===== src/rtl/rca_mult_seq_ctrl.sv =====
// rca_mult_seq_ctrl: sequential shift-add multiplier controller.
// Time-shares one external M-bit ripple-carry adder to form an unsigned
// M x N product, one partial-product add per clock, N iterations.
// Optional build macro MULT_ZERO_BYPASS_EN: a zero operand on accept
// skips the RUN phase and completes in one cycle with product 0.
module rca_mult_seq_ctrl #(
  parameter int M = 4,
  parameter int N = 4
) (
  input  logic           clk,
  input  logic           rst,
  input  logic           start,
  input  logic [M-1:0]   a,
  input  logic [N-1:0]   b,
  output logic           busy,
  output logic           done,
  output logic [M+N-1:0] product,
  output logic [M-1:0]   rca_a,
  output logic [M-1:0]   rca_b,
  output logic           rca_cin,
  input  logic [M-1:0]   rca_sum,
  input  logic           rca_cout
);

  localparam int CW = $clog2(N + 1);

  typedef enum logic [1:0] {IDLE, RUN, DONE} state_t;

  state_t         state_q;
  logic [M-1:0]   mcand_q;
  logic [M-1:0]   acc_hi_q;
  logic [N-1:0]   acc_lo_q;
  logic [CW-1:0]  cnt_q;
  logic           busy_q;
  logic           done_q;
  logic [M+N-1:0] product_q;

  logic [M-1:0]   acc_hi_d;
  logic [N-1:0]   acc_lo_d;
  logic [M:0]     hi_full;
  logic [N:0]     lo_full;
  logic           last_iter;

  // The adder result plus carry becomes the upper half shifted right by one;
  // the bit shifted out of the sum enters the top of the multiplier half.
  assign hi_full   = {rca_cout, rca_sum};
  assign lo_full   = {rca_sum[0], acc_lo_q};
  assign acc_hi_d  = hi_full[M:1];
  assign acc_lo_d  = lo_full[N:1];
  assign last_iter = (cnt_q == CW'(N - 1));

  // Adder operands: running high half plus the multiplicand when the current
  // multiplier bit is set; both operands are quiet outside RUN.
  always_comb begin
    rca_a = '0;
    rca_b = '0;
    if (state_q == RUN) begin
      rca_a = acc_hi_q;
      rca_b = acc_lo_q[0] ? mcand_q : '0;
    end
  end

  assign rca_cin = 1'b0;
  assign busy    = busy_q;
  assign done    = done_q;
  assign product = product_q;

  // Control FSM with registered busy/done/product and the shift-add datapath.
  always_ff @(posedge clk) begin
    if (rst) begin
      state_q   <= IDLE;
      mcand_q   <= '0;
      acc_hi_q  <= '0;
      acc_lo_q  <= '0;
      cnt_q     <= '0;
      busy_q    <= 1'b0;
      done_q    <= 1'b0;
      product_q <= '0;
    end else begin
      done_q <= 1'b0;
      case (state_q)
        IDLE, DONE: begin
          if (start) begin
            mcand_q  <= a;
            acc_hi_q <= '0;
            acc_lo_q <= b;
            cnt_q    <= '0;
`ifdef MULT_ZERO_BYPASS_EN
            if ((a == '0) || (b == '0)) begin
              product_q <= '0;
              done_q    <= 1'b1;
              busy_q    <= 1'b0;
              state_q   <= DONE;
            end else begin
              busy_q  <= 1'b1;
              state_q <= RUN;
            end
`else
            busy_q  <= 1'b1;
            state_q <= RUN;
`endif
          end else begin
            busy_q  <= 1'b0;
            state_q <= IDLE;
          end
        end
        RUN: begin
          acc_hi_q <= acc_hi_d;
          acc_lo_q <= acc_lo_d;
          cnt_q    <= cnt_q + 1'b1;
          if (last_iter) begin
            product_q <= {acc_hi_d, acc_lo_d};
            done_q    <= 1'b1;
            busy_q    <= 1'b0;
            state_q   <= DONE;
          end
        end
        default: begin
          busy_q  <= 1'b0;
          state_q <= IDLE;
        end
      endcase
    end
  end

endmodule

===== config.mk =====
export PLATFORM = sky130hd
export DESIGN_NAME = rca_mult_seq_ctrl
export DESIGN_NICKNAME = d
export VERILOG_FILES = /design/src/rtl/rca_mult_seq_ctrl.sv
export SDC_FILE = /design/constraint.sdc
export NUM_CORES = 1
export LEC_CHECK = 0
export CAP_MARGIN = 0
export CORE_UTILIZATION = 44
export DETAILED_ROUTE_END_ITERATION = 12
export DONT_BUFFER_PORTS = 1
export PLACE_DENSITY = 0.6
export SKIP_CTS_REPAIR_TIMING = 1
export SLEW_MARGIN = 30
export SYNTH_ARGS = -nofsm -noshare
export SYNTH_HDL_FRONTEND = slang
export SYNTH_SLANG_ARGS = --single-unit
export TNS_END_PERCENT = 20

===== constraint.sdc =====
create_clock -name clk -period 1.8 [get_ports clk]
set_input_delay 0.09 -clock clk [delete_from_list [all_inputs] [get_ports clk]]
set_output_delay 0.09 -clock clk [all_outputs]
set_load 0.005 [all_outputs]

# [Word-level counts from Yosys, hierarchy flattened]
# Index checks and enable logic that the tools add are counted.
[classes] eq_ne=5 reduce_logical=7 n_addsub=1 n_shift=0 bitwise_logic=1 n_mux=16 order_cmp=0 div=0 mul=0
[ops] cell="4-bit two-way mux" count=5
[ops] cell="4-bit case mux with 2 select lines" count=2
[ops] cell="3-bit case mux with 2 select lines" count=1
[ops] cell="2-bit AND reduction" count=3
[ops] cell="1-bit two-way mux" count=4
[ops] cell="2-bit inequality test (second input constant)" count=2
[ops] cell="2-bit case mux with 2 select lines" count=1
[ops] cell="2-bit OR reduction" count=2
[ops] cell="3-bit by 1-bit adder with 3-bit output (second input constant)" count=1
[ops] cell="3-bit by 2-bit == test with 1-bit output (second input constant)" count=1
[ops] cell="3-bit two-way mux" count=1
[ops] cell="2-bit by 1-bit == test with 1-bit output (second input constant)" count=1
[ops] cell="2-bit == test (second input constant)" count=1
[ops] cell="2-bit logical NOT" count=1
[ops] cell="2-bit two-way mux" count=1
[ops] cell="1-bit case mux with 2 select lines" count=1
[ops] cell="2-bit nonzero test" count=1
[ops] cell="1-bit inverter" count=1
[totals] mem_bits_rw=0 latchBits=0 n_memories=0 romBits=0 register_bits=27

# [Logic depth before layout (Yosys ltp)]
[logic_depth] word_depth=4 depth_mapped=5

# [Least setup slack after synthesis]
# No wires, ideal clock.
[synth_path] kind="reg-to-reg" startpoint="register cnt_q[0]" endpoint="register busy_q, in the netlist busy" path_buffers=1 required_ns=1.730 period_less_slack_ns=1.206 arrival_time_ns=1.137 stages_incl_launch_ff=6 setup_slack_ns=0.594 path_cell_list="dfxtp_1 -> ha_1 -> ha_1 -> clkbuf_1 -> nand3b_1 -> a21oi_1"
[synth_between] elab_chain_cells=2
[synth_lines] item="start: declaration" line="33" source="logic [CW-1:0] cnt_q;"
[synth_lines] item="start signal: assignment" line="110" source="cnt_q <= cnt_q + 1'b1;"
[synth_lines] item="3-bit by 2-bit == test with 1-bit output" line="50" source="assign last_iter = (cnt_q == CW'(N - 1));"
[synth_lines] item="named net last_iter" line="42" source="logic last_iter;"
[synth_lines] item="2-bit inequality test (no source line)"
[synth_lines] item="end signal: assignment" line="76" source="busy_q <= 1'b0;"
[synth_lines] item="end signal: assignment" line="99" source="busy_q <= 1'b1;"
[synth_lines] item="end signal: assignment" line="103" source="busy_q <= 1'b0;"
[synth_lines] item="end: declaration" line="34" source="logic busy_q;"
# The timed path passes the listed nets, and every way through them passes these cells.
# A chain may end at the register's enable or synchronous reset.

# [Worst setup path in the final report]
[layout_path] startpoint="register state_q[0]" endpoint="output rca_b[1]"
[layout_between] elab_chain_cells=2
[layout_lines] item="start: declaration" line="29" source="state_t state_q;"
[layout_lines] item="start signal: assignment" line="71" source="state_q <= IDLE;"
[layout_lines] item="start signal: assignment" line="100" source="state_q <= RUN;"
[layout_lines] item="start signal: assignment" line="104" source="state_q <= IDLE;"
[layout_lines] item="2-bit by 1-bit == test with 1-bit output" line="57" source="if (state_q == RUN) begin"
[layout_lines] item="4-bit two-way mux" line="57"
[layout_lines] item="end: declaration" line="19" source="output logic [M-1:0] rca_b,"
# No other way between the ends.

==> summary.md <==
For the pin with the worst max-slew slack, the measured transition is 1.050 ns. The number of vias in the routed layout was 910; the antenna violation net count after detailed routing was 0. Type of element launching the critical path: a register. The layout cell share with drive strength beyond 1 works out to 0.07639.

For this run, design rule violations remaining after detail routing come to 0. TritonCTS built the clock tree. The count of buffers added on input and output ports is 0. The detail-routed net length per standard cell is 12.72 um. The maximum level of the CTS H-tree is 1.

The proportion of netlist area held by the largest area contributor came out at 0.4789. The count of final hold-check violations was 0; the number of flops mapped to enable cells by yosys was 0. Along the worst path, the maximum fanout reaches 24.

The worst setup path is captured at an output port. OpenSTA, run right after detailed placement, puts the worst setup slack at 0.4585 ns. The post-DP HPWL was 1.425 mm; the number of iterations in the first detailed-routing pass was 4.

The synthesized design spends more area on one cell type than any other, namely dfxtp_1. The number of antenna violations at the first check in global routing was 0. In this run, placement finished with an instance count of 154.

Number of max-slew violations in the final report: 0. The number of buffers and inverters on the critical path works out to 0. The wire length of the first global-routing pass is 3.367 mm. Clock-pin slew was measured on the worst setup and hold paths at 0.13 ns. Based on the critical path, the design can be clocked at up to 673.3 MHz.

The average instance in the mapped netlist occupies 8.360 um^2. The growth of design area from synthesis to finish is 13.41%, and the power density over the cells is 798.0 mW/mm^2. After layout, the design draws a total of 1.021 mW. The critical path is of the register to output port type. At the worst endpoint, the required time is 1.71 ns. The worst voltage drop across the vdd grid is 0.0005210 V.

The largest single stage delay on the critical path is 0.42 ns. The routed design could run at a clock period as short as 1.485 ns. The run gives 0 as the reported max-cap violation count.

For the total grt overflow, the log shows 0. Total of flip-flops plus latches after synthesis: 27. Across the routed clock network, the largest skew measured is 0.007093 ns. Cell at the slowest stage of the critical path: dfxtp_1. The run gives 0.1672 as the aggregate global-route resource usage. Gate family responsible for the most delay along the worst path: simple AND/OR/NAND/NOR gates. The tools report the via count of the first global-routing pass as 766.

Setup repair after global routing left no endpoint under its margin. The net count of the finished layout is 163. Final instance count without filler cells: 172. The path class of the lowest-slack min-delay path is input pin to register. The total of endpoints with negative setup slack in the final report was 0.

The repair_antennas step left the layout with diodes totalling 0. The post-synthesis sequential area ratio came out at 0.4789. After synthesis, the most frequently instantiated cells are nand2_1 (29), dfxtp_1 (27), a21oi_1 (20). In the synthesized netlist the dominant register cell turns out to be dfxtp_1.

The die covers 0.002772 mm^2. Fraction of met3 tracks used by global routing: 0.04058. The most common cell in the synthesized netlist is nand2_1.

For the final routed database, the setup TNS stands at 0 ns. Yosys printed 0 warnings. The global-route met2 utilization is 0.2679, and the fraction of met1 tracks used by global routing is 0.2095.

The clock root buffer was clkbuf_4. The global-route layer with the greatest usage is met2. Synthesis produced a netlist whose cell count is 135. For this design the static power due to leakage is 0.4715 nW.

The per-cell via count in the routed design came out at 5.291. TritonCTS created 3 clock buffers. The later pin in the worst-skew pair is clocked with a latency of 0.32 ns.

Headroom to the max-slew limit: 0.2979. Ranked by total cell area, the synthesized netlist is headed by dfxtp_1 (48%), nand2_1 (9.6%), a21oi_1 (8.9%), nand3_1 (6.7%), a311oi_2 (5.3%). The fraction of the cycle the final worst path needs is 0.8252, and the final weighted congestion of routability-driven global placement is 0.7055. For the net count after synthesis, the log shows 153. The tools report the number of DRC markers after the initial detailed-route iteration as 10. For the data arrival at the endpoint of the critical path, the log shows 1.40 ns. CTS saw 27 sinks. In this run the standard cell core region covers 0.002318 mm^2. The mapped netlist covers 0.001129 mm^2. Traced cell by cell, the critical path runs through and2b_2 > and3_1. In this run the horizontal extent of the chip is 52.65 um. After floorplanning, the core was divided into 17 placement rows. Counting along the longest clock path gives a buffer depth of 2. In this run the count of I/O pins placed on the die edge is 35. The total detailed-routing wirelength is 2.188 mm, and the initial cell density of the core is 0.4868. The run finished with clean final reports. Measured along the y axis, the die boundary spans 52.65 um. After layout, the worst setup slack is 0.3147 ns. Entering global routing, the biggest net connects 28 pins. After synthesis, the netlist uses 21 different library cells. The tightest hold path in the finished design has a slack of 0.1051 ns.

The async set-or-reset flop fraction in the synthesized netlist is 0.
==> cells in the final DEF, fill, tap and decap left out, drive strengths merged <==
master	netlist	layout
a21oi	20	20
a311oi	4	4
and2	4	4
and2b	1	1
and3	4	4
buf	8	3
clkbuf	4	4
conb	1	1
dfxtp	27	27
dlygate4sd3	0	14
ha	2	2
inv	1	1
nand2	29	29
nand2b	4	4
nand3	15	15
nand3b	2	2
nor2	7	7
nor2b	1	1
o21a	1	1
==> power by group <==
group | internal, mW | switching [mW] | total, mW
Combinational | 0.0550 | 0.0705 | 0.125
Clock | 0.0866 | 0.169 | 0.256
Sequential | 0.623 | 0.0170 | 0.640
==> metrics by stage <==
stage / util / cell area [um^2]
finish: 0.5521 / 1280
global route: 0.5521 / 1280
CTS: 0.4916 / 1140
detailed placement: 0.4803 / 1114
global placement: 0.4803 / 1114
floorplan: - / 1129
==> worst register-to-register path, stage by stage (launching register included) <==
cell	delay [ns]
dfxtp_1	0.35
ha_1	0.19
ha_1	0.19
nand3b_1	0.33
nand2_1	0.11
a21oi_1	0.15
==> area by class of cell <==
class | count | area, um^2
fillers | 231 | 1039
inverters | 1 | 3.754
multi-input cells | 95 | 511.7
flip-flops and latches | 27 | 540.5
clock buffers | 4 | 26.28
repair buffers | 17 | 162.7
well taps | 28 | 35.03
==> registers in the layout (all words and copies together) (netlist names) <==
register	flops
done	1
busy	1
state_q	2
cnt_q	3
product	8
acc_lo_q	4
mcand_q	4
acc_hi_q	4
==> final timing paths <==
check / startpoint / end / slack (ns) / cells past startpoint
setup / recovery: state_q[0]$_SDFFE_PP0P_ / rca_b[1] / 0.31 / 2
hold / removal: start / busy$_SDFFE_PP0P_ / 0.11 / 3
setup reg to reg: cnt_q[0]$_SDFFE_PP0P_ / product[7]$_SDFFE_PP0P_ / 0.42 / 5
hold reg to reg: mcand_q[1]$_SDFFE_PP0P_ / mcand_q[1]$_SDFFE_PP0P_ / 0.46 / 2
==> cells by family (layout without fill, tap and decap cells) <==
logic type,count (synthesis),in the layout,share of synthesized area
AOI/OAI and AO/OA,25,25,0.1486
adders and majority gates,2,2,0.02217
buffers and inverters,13,22,0.06762
DFF,27,27,0.4789
other,1,1,0.003323
and+or+nand+nor,67,67,0.2794
==> layer usage <==
| layer | vias up | routed length [um] |
|---|---|---|
| met5 | - | 0 |
| met3 | 2 | 82 |
| met2 | 20 | 1086 |
| met1 | 418 | 1006 |
| met4 | 0 | 13 |
| li1 | 470 | - |
Power figures use the tool's default switching activity.
